===== src/rtl/mips_pkg.sv =====
// Shared constants and helpers for the EX->MEM pipeline register.
//   REG_RA       : register written by jal/jalr
//   LINK_OFS     : link address offset from the instruction PC
//   TNEW_*_W     : Tnew field widths in the EX and MEM stages
//   BUBBLE_*     : field values loaded on flush
//   tnew_to_mem  : Tnew countdown from EX to MEM
package mips_pkg;

    localparam logic [4:0] REG_RA     = 5'd31;
    localparam int         LINK_OFS   = 8;

    localparam int         TNEW_EX_W  = 2;
    localparam int         TNEW_MEM_W = 1;

    localparam logic        BUBBLE_VALID = 1'b0;
    localparam logic [31:0] BUBBLE_INSTR = 32'h0000_0000;
    localparam logic [4:0]  BUBBLE_RD    = 5'd0;
    localparam logic [TNEW_MEM_W-1:0] BUBBLE_TNEW = '0;

    // One stage of countdown. The code 3 never appears from a legal
    // decoder; it is treated like 2 so the MEM stage never sees an
    // out-of-range value.
    function automatic logic [TNEW_MEM_W-1:0] tnew_to_mem(input logic [TNEW_EX_W-1:0] t);
        logic [TNEW_MEM_W-1:0] r;
        case (t)
            2'd0:    r = 1'b0;
            2'd1:    r = 1'b0;
            2'd2:    r = 1'b1;
            default: r = 1'b1;
        endcase
        return r;
    endfunction

endpackage


===== src/rtl/ex_mem_reg_if.sv =====
// EX->MEM bundle interface.
//   master : upstream side (drives en/clr and the *_EX bundle, observes MEM outputs)
//   slave  : the pipeline register (consumes *_EX, drives *_MEM and stall_cnt)
interface ex_mem_reg_if #(
    parameter int DW  = 32,
    parameter int SCW = 16
);
    import mips_pkg::*;

    logic                  en;
    logic                  clr;

    logic                  valid_EX;
    logic [31:0]           instr_EX;
    logic [DW-1:0]         pc_EX;
    logic [DW-1:0]         alu_EX;
    logic [DW-1:0]         rtdata_EX;
    logic [4:0]            rd_EX;
    logic                  link_EX;
    logic [TNEW_EX_W-1:0]  Tnew_EX;

    logic                  valid_MEM;
    logic [31:0]           instr_MEM;
    logic [DW-1:0]         pc_MEM;
    logic [DW-1:0]         alu_MEM;
    logic [DW-1:0]         rtdata_MEM;
    logic [4:0]            rd_MEM;
    logic [TNEW_MEM_W-1:0] Tnew_MEM;
    logic [DW-1:0]         fwd_data_MEM;
    logic                  fwd_ok_MEM;
    logic [SCW-1:0]        stall_cnt;

    modport master (
        output en, clr,
        output valid_EX, instr_EX, pc_EX, alu_EX, rtdata_EX, rd_EX, link_EX, Tnew_EX,
        input  valid_MEM, instr_MEM, pc_MEM, alu_MEM, rtdata_MEM, rd_MEM, Tnew_MEM,
        input  fwd_data_MEM, fwd_ok_MEM, stall_cnt
    );

    modport slave (
        input  en, clr,
        input  valid_EX, instr_EX, pc_EX, alu_EX, rtdata_EX, rd_EX, link_EX, Tnew_EX,
        output valid_MEM, instr_MEM, pc_MEM, alu_MEM, rtdata_MEM, rd_MEM, Tnew_MEM,
        output fwd_data_MEM, fwd_ok_MEM, stall_cnt
    );

endinterface


===== src/rtl/ex_mem_reg_sat_counter.sv =====
// Saturating up-counter with synchronous clear.
//   clk : rising-edge clock
//   clr : synchronous clear (wins over inc)
//   inc : add one, unless already at all-ones
//   cnt : current count
module sat_counter #(
    parameter int W = 16
) (
    input  logic         clk,
    input  logic         clr,
    input  logic         inc,
    output logic [W-1:0] cnt
);

    always_ff @(posedge clk) begin
        if (clr) begin
            cnt <= '0;
        end else if (inc && (cnt != {W{1'b1}})) begin
            cnt <= cnt + 1'b1;
        end
    end

endmodule


===== src/rtl/ex_mem_reg.sv =====
// EX->MEM pipeline register of the 5-stage MIPS core.
//   clk   : rising-edge clock
//   rst_n : synchronous active-low reset
//   bus   : EX bundle in, MEM bundle out, en (advance) / clr (flush),
//           forwarding outputs (rd_MEM, Tnew_MEM, fwd_data_MEM, fwd_ok_MEM)
//           and the saturating held-cycle counter stall_cnt.
// Edge priority: reset > flush > advance > hold.
module ex_mem_reg
    import mips_pkg::*;
#(
    parameter int DW  = 32,
    parameter int SCW = 16
) (
    input  logic         clk,
    input  logic         rst_n,
    ex_mem_reg_if.slave  bus
);

    logic stall_inc;

    always_ff @(posedge clk) begin
        if (!rst_n) begin
            bus.valid_MEM    <= 1'b0;
            bus.instr_MEM    <= '0;
            bus.pc_MEM       <= '0;
            bus.alu_MEM      <= '0;
            bus.rtdata_MEM   <= '0;
            bus.rd_MEM       <= '0;
            bus.Tnew_MEM     <= '0;
            bus.fwd_data_MEM <= '0;
        end else if (bus.clr) begin
            bus.valid_MEM    <= BUBBLE_VALID;
            bus.instr_MEM    <= BUBBLE_INSTR;
            bus.pc_MEM       <= '0;
            bus.alu_MEM      <= '0;
            bus.rtdata_MEM   <= '0;
            bus.rd_MEM       <= BUBBLE_RD;
            bus.Tnew_MEM     <= BUBBLE_TNEW;
            bus.fwd_data_MEM <= '0;
        end else if (bus.en) begin
            bus.valid_MEM    <= bus.valid_EX;
            bus.instr_MEM    <= bus.instr_EX;
            bus.pc_MEM       <= bus.pc_EX;
            bus.alu_MEM      <= bus.alu_EX;
            bus.rtdata_MEM   <= bus.rtdata_EX;
            // A non-valid slot never claims a destination, so forwarding
            // cannot match on it even though the debug fields are kept.
            bus.rd_MEM       <= !bus.valid_EX ? BUBBLE_RD
                              : (bus.link_EX ? REG_RA : bus.rd_EX);
            bus.Tnew_MEM     <= tnew_to_mem(bus.Tnew_EX);
            // Link address is formed here so MEM forwards a registered value.
            bus.fwd_data_MEM <= bus.link_EX ? (bus.pc_EX + DW'(LINK_OFS)) : bus.alu_EX;
        end
    end

    assign bus.fwd_ok_MEM = (bus.rd_MEM != 5'd0) && (bus.Tnew_MEM == '0);

    // Only true hold edges with a live instruction count as stall cycles.
    assign stall_inc = !bus.clr && !bus.en && bus.valid_MEM;

    sat_counter #(
        .W (SCW)
    ) u_stall_cnt (
        .clk (clk),
        .clr (!rst_n),
        .inc (stall_inc),
        .cnt (bus.stall_cnt)
    );

endmodule


===== src/flat_wrapper.sv =====
// flat-port wrapper written by rule: the top's interface ports become plain ports
module ex_mem_reg_flat import mips_pkg::*;
#(
    parameter int DW  = 32,
    parameter int SCW = 16
)
  (clk, rst_n, bus_en, bus_clr, bus_valid_EX, bus_instr_EX, bus_pc_EX, bus_alu_EX, bus_rtdata_EX, bus_rd_EX, bus_link_EX, bus_Tnew_EX, bus_valid_MEM, bus_instr_MEM, bus_pc_MEM, bus_alu_MEM, bus_rtdata_MEM, bus_rd_MEM, bus_Tnew_MEM, bus_fwd_data_MEM, bus_fwd_ok_MEM, bus_stall_cnt);
  ex_mem_reg_if #(.DW(DW), .SCW(SCW)) bus_i ();
  input  logic clk;
  input  logic rst_n;
  input wire logic [$bits(bus_i.en)-1:0] bus_en;
  input wire logic [$bits(bus_i.clr)-1:0] bus_clr;
  input wire logic [$bits(bus_i.valid_EX)-1:0] bus_valid_EX;
  input wire logic [$bits(bus_i.instr_EX)-1:0] bus_instr_EX;
  input wire logic [$bits(bus_i.pc_EX)-1:0] bus_pc_EX;
  input wire logic [$bits(bus_i.alu_EX)-1:0] bus_alu_EX;
  input wire logic [$bits(bus_i.rtdata_EX)-1:0] bus_rtdata_EX;
  input wire logic [$bits(bus_i.rd_EX)-1:0] bus_rd_EX;
  input wire logic [$bits(bus_i.link_EX)-1:0] bus_link_EX;
  input wire logic [$bits(bus_i.Tnew_EX)-1:0] bus_Tnew_EX;
  output wire logic [$bits(bus_i.valid_MEM)-1:0] bus_valid_MEM;
  output wire logic [$bits(bus_i.instr_MEM)-1:0] bus_instr_MEM;
  output wire logic [$bits(bus_i.pc_MEM)-1:0] bus_pc_MEM;
  output wire logic [$bits(bus_i.alu_MEM)-1:0] bus_alu_MEM;
  output wire logic [$bits(bus_i.rtdata_MEM)-1:0] bus_rtdata_MEM;
  output wire logic [$bits(bus_i.rd_MEM)-1:0] bus_rd_MEM;
  output wire logic [$bits(bus_i.Tnew_MEM)-1:0] bus_Tnew_MEM;
  output wire logic [$bits(bus_i.fwd_data_MEM)-1:0] bus_fwd_data_MEM;
  output wire logic [$bits(bus_i.fwd_ok_MEM)-1:0] bus_fwd_ok_MEM;
  output wire logic [$bits(bus_i.stall_cnt)-1:0] bus_stall_cnt;
  assign bus_i.en = bus_en;
  assign bus_i.clr = bus_clr;
  assign bus_i.valid_EX = bus_valid_EX;
  assign bus_i.instr_EX = bus_instr_EX;
  assign bus_i.pc_EX = bus_pc_EX;
  assign bus_i.alu_EX = bus_alu_EX;
  assign bus_i.rtdata_EX = bus_rtdata_EX;
  assign bus_i.rd_EX = bus_rd_EX;
  assign bus_i.link_EX = bus_link_EX;
  assign bus_i.Tnew_EX = bus_Tnew_EX;
  assign bus_valid_MEM = bus_i.valid_MEM;
  assign bus_instr_MEM = bus_i.instr_MEM;
  assign bus_pc_MEM = bus_i.pc_MEM;
  assign bus_alu_MEM = bus_i.alu_MEM;
  assign bus_rtdata_MEM = bus_i.rtdata_MEM;
  assign bus_rd_MEM = bus_i.rd_MEM;
  assign bus_Tnew_MEM = bus_i.Tnew_MEM;
  assign bus_fwd_data_MEM = bus_i.fwd_data_MEM;
  assign bus_fwd_ok_MEM = bus_i.fwd_ok_MEM;
  assign bus_stall_cnt = bus_i.stall_cnt;
  ex_mem_reg #(.DW(DW), .SCW(SCW)) u_core (.clk(clk), .rst_n(rst_n), .bus(bus_i));
endmodule

===== config.mk =====
export PLATFORM = sky130hd
export DESIGN_NAME = ex_mem_reg_flat
export DESIGN_NICKNAME = d
export VERILOG_FILES = /design/src/rtl/mips_pkg.sv /design/src/rtl/ex_mem_reg_if.sv /design/src/rtl/ex_mem_reg_sat_counter.sv /design/src/rtl/ex_mem_reg.sv /design/src/flat_wrapper.sv
export SDC_FILE = /design/constraint.sdc
export NUM_CORES = 1
export LEC_CHECK = 0
export BUFFER_PORTS_ARGS = -buffer_cell sky130_fd_sc_hd__buf_2
export CELL_PAD_IN_SITES_DETAIL_PLACEMENT = 1
export CELL_PAD_IN_SITES_GLOBAL_PLACEMENT = 1
export CORE_MARGIN = 2
export CORE_UTILIZATION = 30
export CTS_CLUSTER_DIAMETER = 120
export CTS_CLUSTER_SIZE = 8
export DETAILED_ROUTE_END_ITERATION = 7
export GPL_ROUTABILITY_DRIVEN = 0
export PLACE_DENSITY_LB_ADDON = 0.3
export SYNTH_ARGS = -nofsm -noshare
export SYNTH_HDL_FRONTEND = slang
export SYNTH_SLANG_ARGS = --single-unit

===== constraint.sdc =====
create_clock -name clk -period 1.56 [get_ports clk]
set_input_delay 0.312 -clock clk [delete_from_list [all_inputs] [get_ports clk]]
set_output_delay 0.312 -clock clk [all_outputs]
set_load 0.01 [all_outputs]

==> impl_metrics.env, run 1 <==
export IMPL_status="complete, no violations"
export IMPL_min_delay_start="bus_rtdata_EX[14]"
export IMPL_period_share_pct=97.66
export IMPL_fill_cells=2943
export IMPL_slowest_stage="dfxtp_4"
export IMPL_h_tree_depth=4
export IMPL_grt_use_total_pct=19.46
export IMPL_start_util_pct=30.54
export IMPL_worst_pin_slew_ps=387.8
export IMPL_synth_area_leader_cell="dfxtp_1"
export IMPL_cts_root_buf="clkbuf_16"
export IMPL_synth_compound_area_share_pct=8.870
export IMPL_synth_top_area_share_pct=49.47
export IMPL_path_clk_slew_ps=80
export IMPL_p_leak_uw=0.005082
export IMPL_layout_common_cells="buf_2 (322), dfxtp_1 (178), nor2_1 (152)"
export IMPL_hold_viol=0
export IMPL_die_w_um=161.1
export IMPL_grt_pass1_wl_mm=39.72
export IMPL_fin_util_pct=43.58
export IMPL_drt_wl_total_mm=25.77
export IMPL_max_stage_delay_ps=360
export IMPL_syn_inst=806
export IMPL_worstRegToRegCells=7
export IMPL_r2r_start="u_core.u_stall_cnt.cnt[0]"
export IMPL_synth_xor_area_share_pct=4.021
export IMPL_cts_path_max_buffers=2
export IMPL_finalPower_uw=10430
export IMPL_path_class="reg -> reg"
export IMPL_yosys_top_cells_area="dfxtp_1 (49%), mux2i_1 (16%), nor2_1 (7.8%)"
export IMPL_post_drt_wl_per_cell_um=17.07
export IMPL_min_to="u_core.bus.rtdata_MEM[14]"
export IMPL_synthMuxAreaShare_pct=15.54
export IMPL_power_density_nw_per_um2=987.4
export IMPL_ios=325
export IMPL_hold_depth=3
export IMPL_worstReg2RegEnd="u_core.u_stall_cnt.cnt[2]"
export IMPL_hpwl_mm=19.74
export IMPL_ys_types=41
export IMPL_drc=0
export IMPL_dieHeight_um=161.1
export IMPL_avgSynthCellArea_um2=9.188
export IMPL_crit_fanout=7
export IMPL_crit_buf_inv=2
export IMPL_design_die_area_um2=25960
export IMPL_synth_nets=949
export IMPL_first_pass_iters=4
export IMPL_end_kind="register"
export IMPL_synthToLayoutAreaGrowth_pct=42.69
export IMPL_fin_skew_ps=6.301
export IMPL_core_um2=24250
export IMPL_netlist_area_um2=7406
export IMPL_grt_max_degree=55
export IMPL_hp_class="in -> reg"
export IMPL_ys_seq_area_share_pct=49.47
export IMPL_portBuffers=323
export IMPL_maxCapViolCount=0
export IMPL_synth_top_family_by_area="simple AND/OR/NAND/NOR gates"
export IMPL_cp_depth=7
export IMPL_placementRows=57
export IMPL_path_cells="ha_4, nand4_1, nor4_4, buf_6, buf_4, or3_4, a21oi_2"
export IMPL_cts_buffers_inserted=17
export IMPL_clkSinkCount=183
export IMPL_fin_nets=1313
export IMPL_rsz0062_at_grt="yes"
export IMPL_path_delay_family="simple AND/OR/NAND/NOR gates"
export IMPL_reg2reg_slack_ps=40
export IMPL_synthAdderAreaFrac_pct=0.3379
export IMPL_min_period_ps=1524
export IMPL_start_kind="register"
export IMPL_whs_ps=115.0
export IMPL_drive_gt1_share_pct=38.38
export IMPL_antenna_found_initial=3
export IMPL_crit_arrival_ps=1890
export IMPL_finalSetupViolCount=0
export IMPL_overflow=0
export IMPL_max_vdd_ir_drop_mv=0.5022
export IMPL_first_global_vias=7116
export IMPL_via_per_inst=4.669
export IMPL_fmax_mhz=656.4
export IMPL_drtIter0Drc=323
export IMPL_final_common_cell="buf_2"
export IMPL_setup_tns_ps=0
export IMPL_yosys_warnings=0
export IMPL_ys_ff_latch=183
export IMPL_max_slew_margin_pct=74.15
export IMPL_worstSkewPairLatency_ps=430
export IMPL_drv_slew=0
export IMPL_cts_tree="built"
export IMPL_synth_simple_area_share_pct=18.43
export IMPL_worstPathRequired_ps=1930
export IMPL_antenna_left=0
export IMPL_num_vias=7045
[metrics by stage]
stage	std cells	setup WS [ps]	area (um^2)
3_5_place_dp	1472	-192.0	9882
3_3_place_gp	1472	-145.2	9882
2_1_floorplan	806	28.41	7415
5_1_grt	1509	-80.28	10570
6_report	1509	36.49	10570
4_1_cts	1505	-31.19	10480
[worst max path at each step]
stage | startpoint | end | slack, ps
CTS | u_core.bus.rd_MEM[0] | bus_fwd_ok_MEM | -30
floorplan | bus_en | u_core.bus.alu_MEM[31] | 30
detailed placement | bus_pc_EX[8] | u_core.bus.fwd_data_MEM[31] | -190
finish | u_core.u_stall_cnt.cnt[0] | u_core.u_stall_cnt.cnt[2] | 40
global route | u_core.u_stall_cnt.cnt[1] | u_core.u_stall_cnt.cnt[1] | -80
global placement | bus_pc_EX[9] | u_core.bus.fwd_data_MEM[29] | -150
[flip-flops by register name, indices dropped and copies added, names as in the netlist]
register,cells
u_core.bus.valid_MEM,1
u_core.bus.alu_MEM,32
u_core.bus.pc_MEM,32
u_core.bus.fwd_data_MEM,32
u_core.u_stall_cnt.cnt,16
u_core.bus.Tnew_MEM,1
u_core.bus.instr_MEM,32
u_core.bus.rd_MEM,5
u_core.bus.rtdata_MEM,32
[report_power, final]
part / switching, uW / total (uW) / leakage (uW) / internal, uW
Clock: 2140 / 4290 / 0.000283 / 2140
Sequential: 72.5 / 4880 / 0.00149 / 4810
Combinational: 695 / 1260 / 0.00331 / 570
[tightest hold or removal path: cells and delay by family]
family        cells  cell delay [ps]
buf+inv           1               80
simple gates      1               70
mux               1               50
[cells in the mapped netlist]
| cell | count |
|---|---|
| and4_1 | 4 |
| o2bb2ai_1 | 3 |
| xnor2_1 | 27 |
| and4_4 | 1 |
| o211ai_1 | 8 |
| nor4_2 | 1 |
| and3_1 | 5 |
| o211a_1 | 1 |
| or3_1 | 5 |
| nor2_1 | 153 |
| nand2_1 | 72 |
| a211oi_1 | 6 |
| nand4_1 | 13 |
| nor3b_2 | 1 |
| clkbuf_1 | 29 |
| buf_4 | 1 |
| nor4_1 | 8 |
| buf_1 | 11 |
| xor2_1 | 7 |
| nor4_4 | 2 |
| nor3b_1 | 1 |
| a31oi_1 | 10 |
| a21o_1 | 4 |
| ha_1 | 2 |
| dfxtp_1 | 183 |
| buf_6 | 1 |
| inv_1 | 5 |
| nand4_4 | 1 |
| nand3_1 | 17 |
| o22ai_1 | 15 |
| nor3_1 | 13 |
| nor4b_1 | 1 |
| mux2i_1 | 115 |
| a21oi_1 | 50 |
| nand4_2 | 1 |
| buf_2 | 11 |
| inv_2 | 1 |
| o21ai_0 | 13 |
| and2_1 | 2 |
| o21ai_1 | 1 |
| a311oi_1 | 1 |
[cell families after synthesis]
kind of cell    Yosys count
simple gates            301
flops                   183
mux                     115
compound gates          112
buf+inv                  59
xor+xnor                 34
fa+ha+maj                 2
[per-layer routing]
layer  global-route usage [%]  share of wire (%)  vias to the layer above
met4                    5.844                1.6                        2
li1                         -                  -                     3513
met5                        0              0.043                        -
met1                    23.51                 43                     3317
met3                    4.956                5.7                       22
met2                    34.08                 49                      191
[area by class of cell]
| class | instances | area [um^2] | share of cell area [%] |
|---|---|---|---|
| multi-input cells | 564 | 3573 | 33.81 |
| clock buffers | 17 | 425.4 | 4.026 |
| well taps | 324 | 405.4 | 3.836 |
| clock inverters | 15 | 156.4 | 1.480 |
| inverters | 6 | 22.52 | 0.2131 |
| diodes | 2 | 5.005 | 0.04736 |
| flip-flops and latches | 183 | 3675 | 34.77 |
| repair buffers | 398 | 2305 | 21.81 |
[repair_timing]
item | CTS | global route
endpoints found under the setup margin | 6 | 13
pin swaps | 0 | 10
setup buffers | 1 | 2
hold buffers | 0 | 0
resized for setup | 2 | 20
Note: power is estimated with default switching activity, not from simulation.
==> run 2, diff against run 1 <==
RECOVER_POWER = 100   (was unset)
==> run 2 against run 1 <==
Die area unchanged. Combinational power down 3%. Design area down 2.1%. Final cell count unchanged. First-iteration DRC count up 8.4%. Clock skew about the same. Count of clock-buffer cells in the layout unchanged. Critical endpoint unchanged. Largest power group unchanged. Highest routed layer unchanged.
==> impl_metrics.env, run 2 (synthesized netlist as in run 1, its figures left out) <==
export IMPL_status="complete, no violations"
export IMPL_max_stage_delay_ps=360
export IMPL_setup_tns_ps=0
export IMPL_worstSkewPairLatency_ps=430
export IMPL_fin_util_pct=42.65
export IMPL_max_vdd_ir_drop_mv=0.5021
export IMPL_path_delay_family="simple AND/OR/NAND/NOR gates"
export IMPL_path_cells="ha_4, nand4_1, nor4_4, buf_6, buf_4, or3_4, a21oi_2"
export IMPL_hp_class="in -> reg"
export IMPL_p_leak_uw=0.004412
export IMPL_dieHeight_um=161.1
export IMPL_start_util_pct=30.54
export IMPL_fill_cells=2990
export IMPL_path_class="reg -> reg"
export IMPL_fin_skew_ps=6.662
export IMPL_grt_use_total_pct=19.46
export IMPL_min_period_ps=1522
export IMPL_hold_viol=0
export IMPL_placed_area_um2=9882
export IMPL_grtUsageMet2_pct=34.08
export IMPL_power_frac_seq_pct=47.0
export IMPL_die_w_um=161.1
export IMPL_swShare_pct=28.10
export IMPL_max_slew_margin_pct=50.78
export IMPL_power_clock_fraction_pct=41.3
export IMPL_cts_tree="built"
export IMPL_portBuffers=323
export IMPL_grt_max_degree=55
export IMPL_intPower_uw=7481
export IMPL_fin_cells=1509
export IMPL_switching_power_uw=2923
export IMPL_overflow=0
export IMPL_final_common_cell="dfxtp_1"
export IMPL_finalSetupViolCount=0
export IMPL_rsz0062_at_grt="yes"
export IMPL_num_vias=7022
export IMPL_cts_root_buf="clkbuf_16"
export IMPL_crit_arrival_ps=1890
export IMPL_place_inst=1472
export IMPL_first_pass_iters=4
export IMPL_crit_buf_inv=2
export IMPL_top_usage_layer="met2"
export IMPL_clkSinkCount=183
export IMPL_p_comb_share_pct=11.7
export IMPL_cts_buffers_inserted=17
export IMPL_final_cell_area_um2=10340
export IMPL_fin_nets=1313
export IMPL_post_drt_wl_per_cell_um=17.12
export IMPL_ios=325
export IMPL_met3_usage_pct=4.956
export IMPL_use_met1_pct=23.51
export IMPL_drv_slew=0
export IMPL_power_density_nw_per_um2=1006
export IMPL_slowest_stage="dfxtp_4"
export IMPL_start_kind="register"
export IMPL_drc=0
export IMPL_drt_wl_total_mm=25.83
export IMPL_synthToLayoutAreaGrowth_pct=39.65
export IMPL_drive_gt1_share_pct=24.85
export IMPL_layout_common_cells="dfxtp_1 (178), buf_2 (165), clkbuf_1 (159)"
export IMPL_antenna_left=0
export IMPL_hpwl_mm=19.74
export IMPL_crit_fanout=7
export IMPL_end_kind="register"
export IMPL_drtIter0Drc=350
export IMPL_worstPathRequired_ps=1930
export IMPL_antenna_found_initial=3
export IMPL_cts_hold_buf=0
export IMPL_fmax_mhz=657.1
export IMPL_cts_path_max_buffers=2
export IMPL_h_tree_depth=4
export IMPL_first_global_vias=7116
export IMPL_design_die_area_um2=25960
export IMPL_via_per_inst=4.653
export IMPL_worst_pin_slew_ps=738.3
export IMPL_grt_pass1_wl_mm=39.72
export IMPL_placementRows=57
export IMPL_path_clk_slew_ps=80
export IMPL_period_share_pct=97.56
export IMPL_core_um2=24250
export IMPL_maxCapViolCount=0
==> run 2: per-stage QoR <==
stage / hold slack (ps) / setup slack [ps] / total power (uW)
finish: 115.6 / 38.06 / 10400
global route: 112.6 / -80.28 / 10850
CTS: 94.76 / -31.19 / 10580
detailed placement: 454.4 / -192.0 / 6272
global placement: 450.2 / -145.2 / 6248
floorplan: 445.4 / 28.41 / 5609
==> run 2: worst paths after layout <==
check / start / to / slack (ps) / cells past startpoint
worst max-delay path: u_core.u_stall_cnt.cnt[0] / u_core.u_stall_cnt.cnt[2] / 40 / 7
worst min-delay path: bus_rtdata_EX[14] / u_core.bus.rtdata_MEM[14] / 120 / 3
worst max register to register: u_core.u_stall_cnt.cnt[0] / u_core.u_stall_cnt.cnt[2] / 40 / 7
worst min register to register: u_core.bus.fwd_data_MEM[7] / u_core.bus.fwd_data_MEM[7] / 470 / 2
==> run 2: power groups by stage <==
stage | logic [uW] | clock network (uW) | registers [uW]
6_report | 1220 | 4300 | 4890
2_1_floorplan | 548 | 0 | 5060
4_1_cts | 1280 | 4410 | 4890
3_3_place_gp | 1260 | 0 | 4990
3_5_place_dp | 1280 | 0 | 5000
5_1_grt | 1350 | 4600 | 4910
==> run 2: timing repair <==
item | 4_1_cts | 5_1_grt
buffers inserted | 1 | 2
gates resized for setup | 2 | 20
setup endpoints to repair | 6 | 13
pin swaps | 0 | 10
gates cloned | 0 | 0
==> run 2: layout make-up <==
cell class	count	area [um^2]	share of cell area [%]
flip-flops and latches	183	3675	35.53
multi-input cells	564	3573	34.55
repair buffers	398	2079	20.11
clock buffers	17	425.4	4.113
well taps	324	405.4	3.920
clock inverters	15	156.4	1.512
inverters	6	22.52	0.2178
diodes	2	5.005	0.04839
==> run 2: tightest hold or removal path: stages <==
cell     delay [ps]
buf_2            80
mux2i_1          50
nor2_1           70
==> run 2: layer usage <==
metal  share of wire (%)  vias to the layer above
met4                 1.5                        2
li1                    -                     3516
met5               0.043                        -
met1                  44                     3293
met3                 5.6                       21
met2                  49                      190
